--- config.mk ---
export PLATFORM = sky130hd
export DESIGN_NAME = mc_control_unit
export DESIGN_NICKNAME = d
export VERILOG_FILES = /design/src/rtl/mc_ctrl_pkg.sv /design/src/rtl/mc_control_unit_branch_eval.sv /design/src/rtl/mc_control_unit.sv
export SDC_FILE = /design/constraint.sdc
export NUM_CORES = 1
export LEC_CHECK = 0
export ABC_AREA = 1
export CAP_MARGIN = 20
export CORE_AREA = 2 2 44 62
export CTS_BUF_LIST = sky130_fd_sc_hd__clkbuf_4 sky130_fd_sc_hd__clkbuf_8
export DETAILED_ROUTE_END_ITERATION = 10
export DIE_AREA = 0 0 46 64
export GPL_TIMING_DRIVEN = 0
export PLACE_DENSITY = 0.79
export SETUP_SLACK_MARGIN = 0.5
export SLEW_MARGIN = 0
export SYNTH_ARGS = -nofsm -noshare
export SYNTH_HDL_FRONTEND = slang
export SYNTH_HIERARCHICAL = 1
export SYNTH_SLANG_ARGS = --single-unit
--- constraint.sdc ---
create_clock -name clk -period 1.9 [get_ports clk]
set_input_delay 0.38 -clock clk [delete_from_list [all_inputs] [get_ports clk]]
set_output_delay 0.38 -clock clk [all_outputs]
set_load 0.1 [all_outputs]
--- src/rtl/mc_ctrl_pkg.sv ---
// mc_ctrl_pkg: shared encodings for the multicycle RV32I control unit.
// Holds FSM state encodings, RV32I opcode and branch funct3 codes, trap cause
// codes and the packed control-strobe bundle driven by mc_control_unit.
package mc_ctrl_pkg;

    localparam int unsigned STATE_W = 3;
    localparam int unsigned OPC_W   = 7;
    localparam int unsigned F3_W    = 3;
    localparam int unsigned CAUSE_W = 2;

    typedef enum logic [STATE_W-1:0] {
        ST_IF   = 3'd0,
        ST_ID   = 3'd1,
        ST_EX   = 3'd2,
        ST_ME   = 3'd3,
        ST_WB   = 3'd4,
        ST_MX   = 3'd5,
        ST_TRAP = 3'd6
    } state_e;

    localparam logic [OPC_W-1:0] OPC_LUI    = 7'b0110111;
    localparam logic [OPC_W-1:0] OPC_AUIPC  = 7'b0010111;
    localparam logic [OPC_W-1:0] OPC_JAL    = 7'b1101111;
    localparam logic [OPC_W-1:0] OPC_JALR   = 7'b1100111;
    localparam logic [OPC_W-1:0] OPC_BRANCH = 7'b1100011;
    localparam logic [OPC_W-1:0] OPC_LOAD   = 7'b0000011;
    localparam logic [OPC_W-1:0] OPC_STORE  = 7'b0100011;
    localparam logic [OPC_W-1:0] OPC_OPIMM  = 7'b0010011;
    localparam logic [OPC_W-1:0] OPC_OP     = 7'b0110011;

    localparam logic [F3_W-1:0] F3_BEQ  = 3'b000;
    localparam logic [F3_W-1:0] F3_BNE  = 3'b001;
    localparam logic [F3_W-1:0] F3_BLT  = 3'b100;
    localparam logic [F3_W-1:0] F3_BGE  = 3'b101;
    localparam logic [F3_W-1:0] F3_BLTU = 3'b110;
    localparam logic [F3_W-1:0] F3_BGEU = 3'b111;

    localparam logic [CAUSE_W-1:0] CAUSE_NONE    = 2'd0;
    localparam logic [CAUSE_W-1:0] CAUSE_ILLEGAL = 2'd1;
    localparam logic [CAUSE_W-1:0] CAUSE_TIMEOUT = 2'd2;

    // Datapath/memory strobes produced each cycle by the control FSM.
    typedef struct packed {
        logic imem_req;
        logic ir_write;
        logic alu_sel_a;
        logic alu_sel_b;
        logic pc_write;
        logic pc_src;
        logic reg_write_enable;
        logic mem_read_enable;
        logic mem_write_enable;
        logic mem_to_reg;
        logic mul_start;
        logic mdu_sel;
    } ctrl_t;

    // True for the RV32I base opcodes this core executes.
    function automatic logic opc_known(input logic [OPC_W-1:0] opc);
        case (opc)
            OPC_LUI, OPC_AUIPC, OPC_JAL, OPC_JALR, OPC_BRANCH,
            OPC_LOAD, OPC_STORE, OPC_OPIMM, OPC_OP: opc_known = 1'b1;
            default:                                opc_known = 1'b0;
        endcase
    endfunction

endpackage

--- src/rtl/mc_control_unit_branch_eval.sv ---
// mc_branch_eval: combinational branch condition evaluation.
// Ports: funct3 (branch kind), zero/sign/carry ALU flags in;
//        taken_c (condition true), illegal_c (funct3 010/011) out.
module mc_branch_eval
    import mc_ctrl_pkg::*;
(
    input  logic [F3_W-1:0] funct3,
    input  logic            zero_flag,
    input  logic            sign_flag,
    input  logic            carry_flag,
    output logic            taken_c,
    output logic            illegal_c
);

    always_comb begin
        taken_c   = 1'b0;
        illegal_c = 1'b0;
        case (funct3)
            F3_BEQ:  taken_c   = zero_flag;
            F3_BNE:  taken_c   = ~zero_flag;
            F3_BLT:  taken_c   = sign_flag;
            F3_BGE:  taken_c   = ~sign_flag;
            F3_BLTU: taken_c   = carry_flag;
            F3_BGEU: taken_c   = ~carry_flag;
            default: illegal_c = 1'b1;
        endcase
    end

endmodule

--- src/rtl/mc_control_unit.sv ---
// mc_control_unit: multicycle RV32I control FSM with memory-ready handshake,
// bounded memory wait timeout, trap handling and optional MUL/DIV state.
// Params: MEM_TIMEOUT (max IF/ME wait cycles, 0 = unbounded),
//         TRAP_HALT (1 = TRAP is terminal until reset).
// Build option: define MC_CTRL_MULDIV_EN to enable the MX (MUL/DIV) state.
// Ports: clk, resetn (async active-low); IR fields opcode/funct3/funct7_b0;
//        ALU flags zero/sign/carry; mem_ready, mul_done handshakes;
//        state, datapath strobes, branch_taken, trap, trap_cause outputs.
module mc_control_unit
    import mc_ctrl_pkg::*;
#(
    parameter int unsigned MEM_TIMEOUT = 16,
    parameter int unsigned TRAP_HALT   = 1
) (
    input  logic               clk,
    input  logic               resetn,
    input  logic [OPC_W-1:0]   opcode,
    input  logic [F3_W-1:0]    funct3,
    input  logic               funct7_b0,
    input  logic               zero_flag,
    input  logic               sign_flag,
    input  logic               carry_flag,
    input  logic               mem_ready,
    input  logic               mul_done,
    output logic [STATE_W-1:0] state,
    output logic               imem_req,
    output logic               ir_write,
    output logic               alu_sel_a,
    output logic               alu_sel_b,
    output logic               pc_write,
    output logic               pc_src,
    output logic               reg_write_enable,
    output logic               mem_read_enable,
    output logic               mem_write_enable,
    output logic               mem_to_reg,
    output logic               mul_start,
    output logic               mdu_sel,
    output logic               branch_taken,
    output logic               trap,
    output logic [CAUSE_W-1:0] trap_cause
);

    localparam int unsigned CNT_W = (MEM_TIMEOUT == 0) ? 1 : $clog2(MEM_TIMEOUT + 1);
    // Count value seen in the last allowed wait cycle; expiry happens there.
    localparam logic [CNT_W-1:0] CNT_LAST = CNT_W'((MEM_TIMEOUT == 0) ? 0 : MEM_TIMEOUT - 1);

    state_e               state_q, state_d;
    logic                 branch_taken_q, branch_taken_d;
    logic [CAUSE_W-1:0]   trap_cause_q, trap_cause_d;
    logic [CNT_W-1:0]     wait_cnt_q, wait_cnt_d;
    ctrl_t                ctrl_c;
    ctrl_t                ctrl_out;

    logic is_auipc, is_jal, is_jalr, is_branch, is_load, is_store, is_opimm, is_op;
    logic br_taken_c, br_illegal_c;
    logic mdu_op, mdu_illegal, illegal_c, wait_expire_c;

    assign is_auipc  = (opcode == OPC_AUIPC);
    assign is_jal    = (opcode == OPC_JAL);
    assign is_jalr   = (opcode == OPC_JALR);
    assign is_branch = (opcode == OPC_BRANCH);
    assign is_load   = (opcode == OPC_LOAD);
    assign is_store  = (opcode == OPC_STORE);
    assign is_opimm  = (opcode == OPC_OPIMM);
    assign is_op     = (opcode == OPC_OP);

`ifdef MC_CTRL_MULDIV_EN
    assign mdu_op      = is_op & funct7_b0;
    assign mdu_illegal = 1'b0;
`else
    logic unused_mul_done;
    assign mdu_op          = 1'b0;
    assign mdu_illegal     = is_op & funct7_b0;
    assign unused_mul_done = mul_done;
`endif

    mc_branch_eval u_branch_eval (
        .funct3     (funct3),
        .zero_flag  (zero_flag),
        .sign_flag  (sign_flag),
        .carry_flag (carry_flag),
        .taken_c    (br_taken_c),
        .illegal_c  (br_illegal_c)
    );

    assign illegal_c     = ~opc_known(opcode) | (is_branch & br_illegal_c) | mdu_illegal;
    assign wait_expire_c = (MEM_TIMEOUT != 0) && (wait_cnt_q == CNT_LAST);

    // State, branch decision, trap cause and wait counter registers.
    always_ff @(posedge clk or negedge resetn) begin
        if (!resetn) begin
            state_q        <= ST_IF;
            branch_taken_q <= 1'b0;
            trap_cause_q   <= CAUSE_NONE;
            wait_cnt_q     <= '0;
        end else begin
            state_q        <= state_d;
            branch_taken_q <= branch_taken_d;
            trap_cause_q   <= trap_cause_d;
            wait_cnt_q     <= wait_cnt_d;
        end
    end

    // Next-state and per-state strobes.
    always_comb begin
        state_d        = state_q;
        branch_taken_d = branch_taken_q;
        trap_cause_d   = trap_cause_q;
        ctrl_c         = '0;

        case (state_q)
            ST_IF: begin
                ctrl_c.imem_req = 1'b1;
                if (mem_ready) begin
                    ctrl_c.ir_write = 1'b1;
                    trap_cause_d    = CAUSE_NONE;
                    state_d         = ST_ID;
                end else if (wait_expire_c) begin
                    trap_cause_d = CAUSE_TIMEOUT;
                    state_d      = ST_TRAP;
                end
            end
            ST_ID: begin
                if (illegal_c) begin
                    trap_cause_d = CAUSE_ILLEGAL;
                    state_d      = ST_TRAP;
                end else begin
                    state_d = ST_EX;
                end
            end
            ST_EX: begin
                ctrl_c.alu_sel_a = is_jal | is_auipc | is_branch;
                ctrl_c.alu_sel_b = is_opimm | is_load | is_store | is_auipc
                                 | is_jal | is_jalr | is_branch;
                branch_taken_d   = is_jal | is_jalr | (is_branch & br_taken_c);
                if (is_load | is_store) begin
                    state_d = ST_ME;
                end else if (mdu_op) begin
                    ctrl_c.mul_start = 1'b1;
                    state_d          = ST_MX;
                end else begin
                    state_d = ST_WB;
                end
            end
            ST_ME: begin
                ctrl_c.mem_read_enable  = is_load;
                ctrl_c.mem_write_enable = is_store;
                if (mem_ready) begin
                    if (is_load) begin
                        state_d = ST_WB;
                    end else begin
                        // Store completes here, so this is its PC update cycle.
                        ctrl_c.pc_write = 1'b1;
                        ctrl_c.pc_src   = branch_taken_q;
                        state_d         = ST_IF;
                    end
                end else if (wait_expire_c) begin
                    trap_cause_d = CAUSE_TIMEOUT;
                    state_d      = ST_TRAP;
                end
            end
            ST_WB: begin
                ctrl_c.reg_write_enable = ~is_branch;
                ctrl_c.mem_to_reg       = is_load;
                ctrl_c.mdu_sel          = mdu_op;
                ctrl_c.pc_write         = 1'b1;
                ctrl_c.pc_src           = branch_taken_q;
                state_d                 = ST_IF;
            end
            ST_MX: begin
`ifdef MC_CTRL_MULDIV_EN
                if (mul_done) begin
                    state_d = ST_WB;
                end
`else
                state_d = ST_IF;
`endif
            end
            ST_TRAP: begin
                if (TRAP_HALT == 0) begin
                    state_d = ST_IF;
                end
            end
            default: state_d = ST_IF;
        endcase

        // Wait counter only runs while stalled on memory in the same state.
        if (state_d != state_q) begin
            wait_cnt_d = '0;
        end else if ((state_q == ST_IF || state_q == ST_ME) && !mem_ready) begin
            wait_cnt_d = wait_cnt_q + CNT_W'(1);
        end else begin
            wait_cnt_d = wait_cnt_q;
        end
    end

    // Everything is forced low while reset is held, so an aborted access
    // cannot leave a strobe asserted.
    assign ctrl_out         = resetn ? ctrl_c : '0;
    assign imem_req         = ctrl_out.imem_req;
    assign ir_write         = ctrl_out.ir_write;
    assign alu_sel_a        = ctrl_out.alu_sel_a;
    assign alu_sel_b        = ctrl_out.alu_sel_b;
    assign pc_write         = ctrl_out.pc_write;
    assign pc_src           = ctrl_out.pc_src;
    assign reg_write_enable = ctrl_out.reg_write_enable;
    assign mem_read_enable  = ctrl_out.mem_read_enable;
    assign mem_write_enable = ctrl_out.mem_write_enable;
    assign mem_to_reg       = ctrl_out.mem_to_reg;
    assign mul_start        = ctrl_out.mul_start;
    assign mdu_sel          = ctrl_out.mdu_sel;

    assign state        = resetn ? state_q : ST_IF;
    assign branch_taken = resetn & branch_taken_q;
    assign trap         = resetn & (state_q == ST_TRAP);
    assign trap_cause   = resetn ? trap_cause_q : CAUSE_NONE;

endmodule

==> results.py, run 1 <==
metrics = {
    "status": {
        "status": "stopped before the end",
        "haltStage": "global routing",
        "error": "[ERROR DPL-0038] Utilization greater than 100%, impossible to legalize",
    },
    "synth": {
        "postSynthAreaPerCell_um2": 5.98,
        "syn-cell-area_mm2": 0.00106,
        "yosysTopAreaCellShare_pct": 25.9,
        "ys_ff_latch": 11,
        "yosysUniqueCellTypes": 28,
        "synth.largest_area_cell": "dfrtp_1",
        "yosys-top-cells-area": "dfrtp_1 (26%), nand2_1 (18%), inv_1 (10%), nor2_1 (8.8%), nand3_1 (4.2%)",
        "ys_seq_area_share_pct": 25.9,
        "syn_inst": 178,
        "synth_warnings": 6,
    },
    "floorplan": {
        "start_util_pct": 45.0,
        "dieWidth_um": 46,
        "rows": 21,
        "die_h_um": 64,
        "io_pins": 37,
    },
    "clock_tree": {
        "clockBufferDepth": 2,
        "cts-root-buf": "clkbuf_4",
        "htreeDepth": 1,
        "cts-buffers-inserted": 3,
        "clock-sinks": 11,
    },
    "placed_design": {
        "gp_congestion": 0.919,
        "io_buffers": 33,
        "hpwlAfterDp_mm": 2.30,
        "dp_cells": 235,
        "preCtsSetupSlack_ns": -1.60,
    },
    "timing": {
        "grt_repair_worst_endpoint": "pc_src",
        "worst-ep-kind": "top-level output",
    },
    "global_routing": {
        "grt_max_degree": 12,
    },
}
[cell families after synthesis]
kind of cell	Yosys count	synth area share (%)
other	1	0.352
AOI/OAI and AO/OA	19	10.6
adders and majority gates	2	2.35
DFF	11	25.9
buffers and inverters	36	13.4
and+or+nand+nor	106	45.0
xor gates and xnor gates	3	2.47
[Yosys cell counts (all sizes together)]
cell / n
nand2: 59
inv: 33
nor2: 27
dfrtp: 11
nand3: 11
o21ai: 8
a21oi: 5
nor3: 5
xor2: 3
buf: 2
ha: 2
nand4: 2
o211ai: 2
o21bai: 2
a211oi: 1
and3: 1
clkbuf: 1
conb: 1
nand3b: 1
o22ai: 1
[timing repair]
action | CTS
pin swaps | 19
setup endpoints to repair | 28
setup buffers | 22
gates resized for setup | 223
hold buffers | 1
endpoints found under the hold margin | 11
[metrics by stage]
stage,hold slack [ns],cell area (um^2),setup TNS (ns)
2_1_floorplan,0.0844,1290,-0.765
3_3_place_gp,0.519,1650,-23.72
3_5_place_dp,0.517,1650,-24.39
4_1_cts,0.564,2150,-0.0329
==> inputs of run 2 (changes only) <==
--- a/config.mk
+++ b/config.mk
@@ -7,13 +7,11 @@
 export LEC_CHECK = 0
 export ABC_AREA = 1
 export CAP_MARGIN = 20
-export CORE_AREA = 2 2 44 62
-export CTS_BUF_LIST = sky130_fd_sc_hd__clkbuf_4 sky130_fd_sc_hd__clkbuf_8
+export CORE_AREA = 2 2 63 65
 export DETAILED_ROUTE_END_ITERATION = 10
-export DIE_AREA = 0 0 46 64
+export DIE_AREA = 0 0 65 67
 export GPL_TIMING_DRIVEN = 0
-export PLACE_DENSITY = 0.79
-export SETUP_SLACK_MARGIN = 0.5
+export PLACE_DENSITY_LB_ADDON = 0.15
 export SLEW_MARGIN = 0
 export SYNTH_ARGS = -nofsm -noshare
 export SYNTH_HDL_FRONTEND = slang
==> run 2 against run 1 <==
Effect of this change: the flow now finishes, with violations (setup timing); synthesized area is the same; synthesized cell count is the same.
==> results.py, run 2 <==
metrics = {
    "status": {
        "status": "finished with violations",
        "violations": "setup timing",
    },
    "setup_path": {
        "worst-r2r-setup-slack_ns": 0.07,
        "critPathSlowestCell": "dfrtp_2",
        "crit_type": "flop to output port",
        "r2r_end": "wait_cnt_q[0]",
        "crit_buf_inv": 1,
        "path_delay_family": "flip-flops",
        "startpoint_type": "flop",
        "cp_num_cells": 6,
        "r2r-start": "wait_cnt_q[0]",
        "critPathLaunch": "state_q[2]",
        "r2r_cells": 10,
        "path_cells": "nor2_4 -> nand2_4 -> nor2_4 -> nand2_2 -> a211oi_4 -> buf_12",
        "worstSetupEndpointType": "output port",
        "crit_top_cell": "nor2_4",
        "crit_path_max_incr_delay_ns": 0.47,
        "required_ns": 1.52,
        "endpoint": "pc_src",
        "critPathMaxFanout": 6,
        "cp.arrival_ns": 1.59,
    },
    "power_and_ir_drop": {
        "clockPowerShare_pct": 12.2,
        "comb_power_share_pct": 68.2,
        "p_int_mw": 0.847,
        "total_power_mw": 1.89,
        "power.switching_mw": 1.04,
        "peakVddDrop_mv": 0.677,
        "powerDensity_mw_per_mm2": 992,
        "pwr-share-seq_pct": 19.6,
        "p_leak_nw": 0.969,
        "swShare_pct": 55.1,
    },
    "timing": {
        "fin_worst_skew_ns": 0.00220,
        "final.setup.worst_slack_ns": -0.0729,
        "slew_violations": 0,
        "period_minus_slack_ns": 1.97,
        "rsz0062_at_grt": "yes",
        "fmaxAchievable_ghz": 0.507,
        "finalCritPeriodShare_pct": 104,
        "finalHoldViolations": 0,
        "setup_viol": 1,
    },
    "floorplan": {
        "dieWidth_um": 65,
        "core_mm2": 0.00361,
        "die_h_um": 67,
        "io_pins": 37,
        "rows": 22,
        "die-area_mm2": 0.00436,
        "start_util_pct": 29.5,
    },
    "clock_tree": {
        "cts-buffers-inserted": 3,
        "cts-root-buf": "clkbuf_8",
        "clk_latency_ns": 0.23,
        "clockBufferDepth": 2,
        "cts_tree": "built",
        "htreeDepth": 1,
        "clock-sinks": 11,
        "clk_pin_slew_worst_paths_ns": 0.05,
    },
    "global_routing": {
        "grt_pass1_wl_mm": 4.86,
        "grt_max_degree": 13,
        "grt.overflow.total": 0,
        "antenna_found_initial": 0,
        "grt.total_usage_pct": 14.0,
        "grt_pass1_vias": 1171,
    },
    "synth": {
        "yosys-top-cells-count": "nand2_1 (52), inv_1 (29), nor2_1 (25)",
        "syn-cell-area_mm2": 0.00106,
        "ys_ff_latch": 11,
        "postSynth.asyncResetShare_pct": 100,
        "synth_warnings": 6,
        "synth_top_flop_cell": "dfrtp_1",
        "yosys-top-cells-area": "dfrtp_1 (26%), nand2_1 (18%), inv_1 (10%), nor2_1 (8.8%), nand3_1 (4.2%)",
        "yosysUniqueCellTypes": 28,
        "yosysMostFrequentCell": "nand2_1",
        "synth_edf_count": 0,
        "postSynthAreaPerCell_um2": 5.98,
        "syn_inst": 178,
        "synth.largest_area_cell": "dfrtp_1",
        "ys_seq_area_share_pct": 25.9,
        "yosysTopAreaCellShare_pct": 25.9,
    },
    "final_layout": {
        "final_cells": 282,
        "syn2layout_area_growth_pct": 78.6,
        "num_antenna_cells": 0,
        "nets": 255,
        "top_regs": "wait_cnt_q (5), state_q (3), trap_cause_q (2)",
        "register_area_um2": 279,
        "fillers": 351,
        "largest_register_ffs": 5,
        "multi_input_area_um2": 850,
        "regMostFlops": "wait_cnt_q",
        "final_common_cell": "nand2_1",
        "drive_gt1_share_pct": 44.0,
        "layout_common_cells": "nand2_1 (43), buf_4 (23), inv_1 (21)",
    },
    "worst_hold_path": {
        "min-delay-path-class": "input pin to async pin",
    },
    "drt": {
        "drt_wl_total_mm": 2.84,
        "drtPass1Iterations": 4,
        "drc_errors": 0,
        "drt.antenna.violating_nets": 0,
        "via_per_inst": 4.37,
        "vias": 1231,
        "wl_per_cell_um": 10.1,
        "drt-initial-drc-count": 47,
    },
    "placed_design": {
        "hpwlAfterDp_mm": 2.18,
        "dp_cells": 260,
        "gp_congestion": 0.862,
        "io_buffers": 33,
        "preCtsSetupSlack_ns": -1.58,
    },
    "job": {
        "max_cap_violations": 0,
    },
}
## run 2: cell counts after synthesis
No cell type changed its count.
## run 2: logic make-up after synthesis
family          synth area share, %
compound gates                 10.6
xor+xnor                       2.47
fa+ha+maj                      2.35
buf+inv                        13.4
flops                          25.9
other cells                   0.352
simple gates                   45.0
## run 2: how the worst min path moves through the flow
stage,slack [ns],to,depth (start not counted),from
after floorplan,0.08,branch_taken_q,0,resetn
after global placement,0.51,trap_cause_q[0],2,trap_cause_q[0]
after detailed placement,0.51,trap_cause_q[0],2,trap_cause_q[0]
after CTS,0.03,wait_cnt_q[0],1,resetn
after global routing,0.01,wait_cnt_q[1],1,resetn
final,0.005,wait_cnt_q[1],1,resetn
## run 2: power groups by stage
stage	sequential, mW	clock [mW]	combinational (mW)
after floorplan	0.345	0	0.931
after global placement	0.363	0	1.15
after detailed placement	0.362	0	1.15
after CTS	0.372	0.238	1.24
after global routing	0.378	0.252	1.39
final	0.369	0.231	1.29
## run 2: final cells by class
| type | instances | share of cell area, % |
|---|---|---|
| multi-input combinational | 132 | 44.7 |
| timing repair buffer | 51 | 25.3 |
| sequential | 11 | 14.7 |
| inverter | 33 | 7.76 |
| tap | 48 | 3.16 |
| clock buffer | 4 | 2.37 |
| buffer | 3 | 2.11 |
## run 2: through the flow
step | hold slack (ns) | utilization [%] | area [um^2] | TNS, ns
floorplan | 0.0844 | - | 1240 | -0.955
global placement | 0.508 | 45.2 | 1630 | -24.32
detailed placement | 0.515 | 45.2 | 1630 | -24.54
CTS | 0.0273 | 50.3 | 1810 | -0.0702
global route | 0.0131 | 52.7 | 1900 | -0.437
finish | 0.00476 | 52.7 | 1900 | -0.0729
## run 2: per-layer routing
layer,up-vias,part of all wire (%),global-route usage (%)
li1,662,-,-
met1,541,45,16.5
met2,26,50,26.5
met3,2,4.6,2.03
met4,0,0.49,3.19
met5,-,0,0
## run 2: what timing repair did
action	4_1_cts	5_1_grt
setup endpoints to repair	19	18
pin swaps	12	8
resized for setup	159	22
buffers inserted	15	3
hold buffers	0	0
Note: power is estimated with default switching activity, not from simulation.
==> variant 1, RTL diff (flow settings as in run 2) <==
Change the package constant `CAUSE_W` from 2 to 4.
--- a/src/rtl/mc_ctrl_pkg.sv
+++ b/src/rtl/mc_ctrl_pkg.sv
@@ -6,7 +6,7 @@
     localparam int unsigned STATE_W = 3;
     localparam int unsigned OPC_W   = 7;
     localparam int unsigned F3_W    = 3;
-    localparam int unsigned CAUSE_W = 2;
+    localparam int unsigned CAUSE_W = 4;
 
     typedef enum logic [STATE_W-1:0] {
         ST_IF   = 3'd0,
Ports: changed (resized trap_cause); port bits go from 37 to 39. The function was not compared with the original's and may differ.
==> variant 1 against run 2 <==
- the flow finishes with violations (DRC, setup timing)
- fmax shrank 0.16%
- setup slack lost 0.0031 ns
- synthesized area is 15% higher
- die area unchanged
- sequential share of layout area grew 0.24 points
- sequential cell count grew 2
- routed wire length up 31%
- design area up 16%
- combinational power rose by 22%
- power grew 19%
==> variant 1: results (changes against run 2) <==
First-pass DRT Iterations: 7 (+3)
Worst skew pair latency: 0.25 ns (+0.02 ns)
Routability congestion estimate: 0.862 (about the same)
DRC Markers: 2 (+2)
Ys Warns: 6 (unchanged)
Inst Count DP: 286 (+10%)
Avg WL per Cell: 12.0 µm (+19%)
Syn avg cell area: 6.04 µm² (+0.96%)
Top cells by count, synth: nand2_1 (60), inv_1 (31), nor2_1 (27), nand3_1 (16), dfrtp_1 (13)
Placed Area: 1870 µm² (+15%)
Global-route wire length before repair: 5950 µm (+22%)
Top post-synthesis cells by area: dfrtp_1 (27%), nand2_1 (18%), inv_1 (9.5%)
Biggest regs: wait_cnt_q (5), trap_cause_q (4), state_q (3)
Post-route setup slack: -0.0760 ns (-0.00308 ns)
Total track usage: 0.176 (+0.0355)
Clock Skew: 0.00864 ns (+0.00644 ns)
Most common flop cell mapped by yosys: dfrtp_1
DRT iter0 DRCs: 151 (+220%)
Critical path's top delay family: flip-flops
Seq/Total Area, Yosys: 0.267 (+0.00815)
Total Nets Final: 284 (+11%)
Peak supply drop: 547 µV (-19%)
Crit path largest cell delay: 0.41 ns (-0.06 ns)
Final setup vio count: 3 (+2)
Hpwl dp: 2520 µm (+16%)
Clk root buf: clkbuf_8
Crit Path Max Fanout: 5 (-1)
Share of cells above drive strength 1: 0.437 (-0.00291)
Post-synth cell types: 31 (+11%)
Hold WC Path Type: register to register
Status: finished with violations
Largest net degree at the start of global routing: 14 (+1)
Number of global-route vias before repair: 1391 (+19%)
Failing checks: DRC, setup timing
Vias: 1509 (+23%)
H-Tree Depth: 1 (unchanged)
Post-synthesis async set-or-reset flop share: 1.00 (unchanged)
PortBufs: 35 (+6.1%)
Vias/cell: 4.85 (+11%)
Worst path arrival time: 1.60 ns
Leakage: 1.06 nW (+9.6%)
[variant 1: per-stage QoR]
stage                     setup TNS (ns)  worst slack [ns]  utilization  hold WS [ns]  total power [mW]
final                             -0.163           -0.0760        0.612         0.532              2.24
after detailed placement          -32.49             -1.79        0.517         0.505              1.69
after floorplan                    -1.37            -0.607            -        0.0844              1.42
after global routing              -0.488            -0.141        0.612         0.566              2.36
after CTS                         -0.183           -0.0835        0.589         0.518              2.12
after global placement            -32.75             -1.80        0.517         0.501              1.69
[variant 1: worst min-delay path, delay by kind of cell (launching register included)]
family / cells / cell delay [ns]
simple gates: 2 / 0.12
flops: 1 / 0.39
[variant 1: timing repair]
action                                 4_1_cts  5_1_grt
setup endpoints to repair                   28       17
hold buffers                                 1        0
pin swaps                                   11        7
resized for setup                          158       21
buffers inserted                            14        6
endpoints found under the hold margin       13        0
[variant 1: final timing paths]
| path | slack (ns) | cells past startpoint | start | to |
|---|---|---|---|---|
| worst max-delay path | -0.08 | 7 | state_q[0]$_DFF_PN0_ | pc_src |
| worst min-delay path | 0.53 | 2 | trap_cause_q[2]$_DFFE_PN0P_ | trap_cause_q[2]$_DFFE_PN0P_ |
| worst max register to register | 0.09 | 9 | wait_cnt_q[0]$_DFFE_PN0P_ | wait_cnt_q[0]$_DFFE_PN0P_ |
| worst min register to register | 0.53 | 2 | trap_cause_q[2]$_DFFE_PN0P_ | trap_cause_q[2]$_DFFE_PN0P_ |
| max in group asynchronous | 0.75 | 2 | resetn | state_q[0]$_DFF_PN0_ |
| min in group asynchronous | 0.71 | 2 | resetn | trap_cause_q[1]$_DFFE_PN0P_ |
[variant 1: area by class of cell]
cell class | instances | area [µm²]
Fill cell | 320 | 1400
Multi-Input combinational cell | 151 | 991
Timing Repair Buffer | 56 | 563
Sequential cell | 13 | 329
Inverter | 36 | 179
Tap cell | 48 | 60.1
Clock buffer | 4 | 45.0
Buffer | 3 | 40.0
[variant 1: layer usage]
layer	share of wire	vias up	track usage
li1	-	759	-
met3	0.050	4	0.0270
met4	0.011	0	0.0612
met5	0	-	0
met1	0.42	692	0.199
met2	0.52	54	0.331
[variant 1: kinds of logic after synthesis]
group | Yosys count | synth area share
AOI/OAI and AO/OA | 20 | 0.105
xor gates and xnor gates | 3 | 0.0215
adders and majority gates | 2 | 0.0205
buffers and inverters | 39 | 0.126
DFF | 13 | 0.267
muxes | 1 | 0.00821
other | 1 | 0.00307
and+or+nand+nor | 123 | 0.449
[variant 1: power by group]
part,internal [mW],switching [mW]
clock,0.148,0.104
combinational,0.528,1.05
sequential,0.338,0.0758
==> variant 2, RTL diff (flow settings as in run 2) <==
Without the edit above. Reset style: synchronous (`resetn`), changed in one clocked block. Comments in the files are not updated.
--- a/src/rtl/mc_control_unit.sv
+++ b/src/rtl/mc_control_unit.sv
@@ -87,7 +87,7 @@
     assign wait_expire_c = (MEM_TIMEOUT != 0) && (wait_cnt_q == CNT_LAST);
 
     // State, branch decision, trap cause and wait counter registers.
-    always_ff @(posedge clk or negedge resetn) begin
+    always_ff @(posedge clk) begin
         if (!resetn) begin
             state_q        <= ST_IF;
             branch_taken_q <= 1'b0;
Behaviour: same outputs for any inputs over 10 cycles, from zero or initial values and one cycle with resetn low; that may be too few to reach the edited logic, so the function may still have changed.
==> variant 2 against run 2 <==
- die area is the same
- first-iteration DRC count decreased by 15%
- critical endpoint is now alu_sel_b
- utilization decreased by 1.4 points
- setup slack gained 0.14 ns
- design area is 2.6% lower
- worst hold slack gained 0.39 ns
- routed wire length increased by 1.6%
- sequential cell count unchanged
- critical path type unchanged
- power fell by 36%
- count of clock-buffer cells in the layout stayed put
- highest routed layer unchanged
- synthesized area is 1.9% higher
==> variant 2: results (changes against run 2) <==
Status: completed
Reg2reg end: wait_cnt_q[2]$_SDFFE_PP0P_
Top post-synthesis cells by area: dfxtp_1 (20%), nand2_1 (17%), nor2_1 (11%)
Total track usage: 0.136 (-0.00431)
Crit path largest cell delay: 0.37 ns (-0.10 ns)
Critical path's top delay family: simple AND/OR/NAND/NOR gates
Most common flop cell mapped by yosys: dfxtp_1
Global-route wire length before repair: 4690 µm (-3.5%)
Minimum hold slack: 0.399 ns (+0.394 ns)
Seq/Total Area, Yosys: 0.203 (-0.0555)
DRT iter0 DRCs: 40 (-15%)
Vias: 1276 (+3.7%)
Fill cells: 372 (+6.0%)
PortBufs: 32 (-3.0%)
Hold WC Path Type: input port to register
Post-synthesis async set-or-reset flop share: 0 (-1.00)
Share of cells above drive strength 1: 0.461 (+0.0204)
Number of global-route vias before repair: 1129 (-3.6%)
Clock Skew: 0.000763 ns (-0.00144 ns)
Routability congestion estimate: 0.791 (-8.2%)
Largest net degree at the start of global routing: 11 (-2)
Dpl ws: -1.31 ns (+0.277 ns)
Hold Path End: state_q[1]$_SDFF_PN0_
Hpwl dp: 2200 µm (+1.3%)
Max Buffers Root-to-Sink: 2 (unchanged)
Peak supply drop: 259 µV (-62%)
Top cells by count, synth: nand2_1 (49), nor2_1 (33), inv_1 (31), dfxtp_1 (11), nand3_1 (7)
Final wirelength: 2890 µm (+1.6%)
Reg2reg start: wait_cnt_q[0]$_SDFFE_PP0P_
Leakage: 0.887 nW (-8.5%)
Slowest stage cell on the critical path: dfxtp_4
Total Nets Final: 262 (+2.7%)
Post-synth cell types: 32 (+14%)
[variant 2: cell count changes in the layout (fill, tap and decap cells not counted), moves of 4 or more]
cell             change
buf_2                -8
buf_4                -5
clkbuf_2             +8
clkdlybuf4s15_2      +4
dfrtp_1              -8
dfxtp_1              +6
inv_1                +5
nor2_2               +5
o21ai_0              -4
o21ai_1              +4
[variant 2: layout make-up]
cell class                      count  share of cell area
Inverter                           38              0.0878
Clock buffer                        4              0.0243
Tap cell                           48              0.0324
Buffer                              3              0.0216
Sequential cell                    11               0.126
Timing Repair Buffer               46               0.225
Multi-Input combinational cell    139               0.482
[variant 2: worst max path at each step]
stage                                      from          endpoint  slack [ns]  cells after the start
final                     state_q[0]$_SDFF_PN0_         alu_sel_b        0.07                      8
after global routing      state_q[0]$_SDFF_PN0_         alu_sel_b       -0.01                      8
after CTS                 state_q[0]$_SDFF_PN0_         alu_sel_b       -0.06                      8
after detailed placement              opcode[1]          pc_write       -1.31                      9
after global placement                opcode[1]          pc_write       -1.32                      9
after floorplan                          resetn  mem_write_enable       -0.27                      5
[variant 2: metal layers]
layer / GRT usage / vias up / share of wire
met4: 0.0239 / 0 / 0.0028
met5: 0 / - / 0
met1: 0.165 / 557 / 0.46
met3: 0.0253 / 2 / 0.038
li1: - / 692 / -
met2: 0.250 / 25 / 0.50
[variant 2: worst min-delay path: stages]
cell	delay [ns]
clkbuf_16	0.13
nand2_1	0.05
inv_1	0.04
[variant 2: logic make-up (layout without fill, tap and decap cells)]
family,Yosys count,after routing,share of synthesized area
other cells,1,2,0.00346
buf+inv,41,91,0.151
compound gates,22,22,0.125
xor+xnor,3,3,0.0242
flops,11,11,0.203
simple gates,109,109,0.460
fa+ha+maj,2,2,0.0231
mux,1,1,0.0104
[variant 2: repair_timing]
item	in CTS	in global routing
setup endpoints to repair	22	16
gates resized for setup	122	38
buffers inserted	5	9
pin swaps	7	14
[variant 2: power by group]
part | total (mW) | internal, mW | switching [mW]
Combinational | 0.680 | 0.215 | 0.465
Clock | 0.227 | 0.147 | 0.0806
Sequential | 0.300 | 0.261 | 0.0398
Total | 1.21 | 0.622 | 0.586
[variant 2: through the flow]
step | instances | utilization | instance area, µm²
2_1_floorplan | 191 | - | 1220
3_3_place_gp | 271 | 0.443 | 1600
3_5_place_dp | 271 | 0.443 | 1600
4_1_cts | 280 | 0.489 | 1760
5_1_grt | 289 | 0.514 | 1850
6_report | 289 | 0.514 | 1850
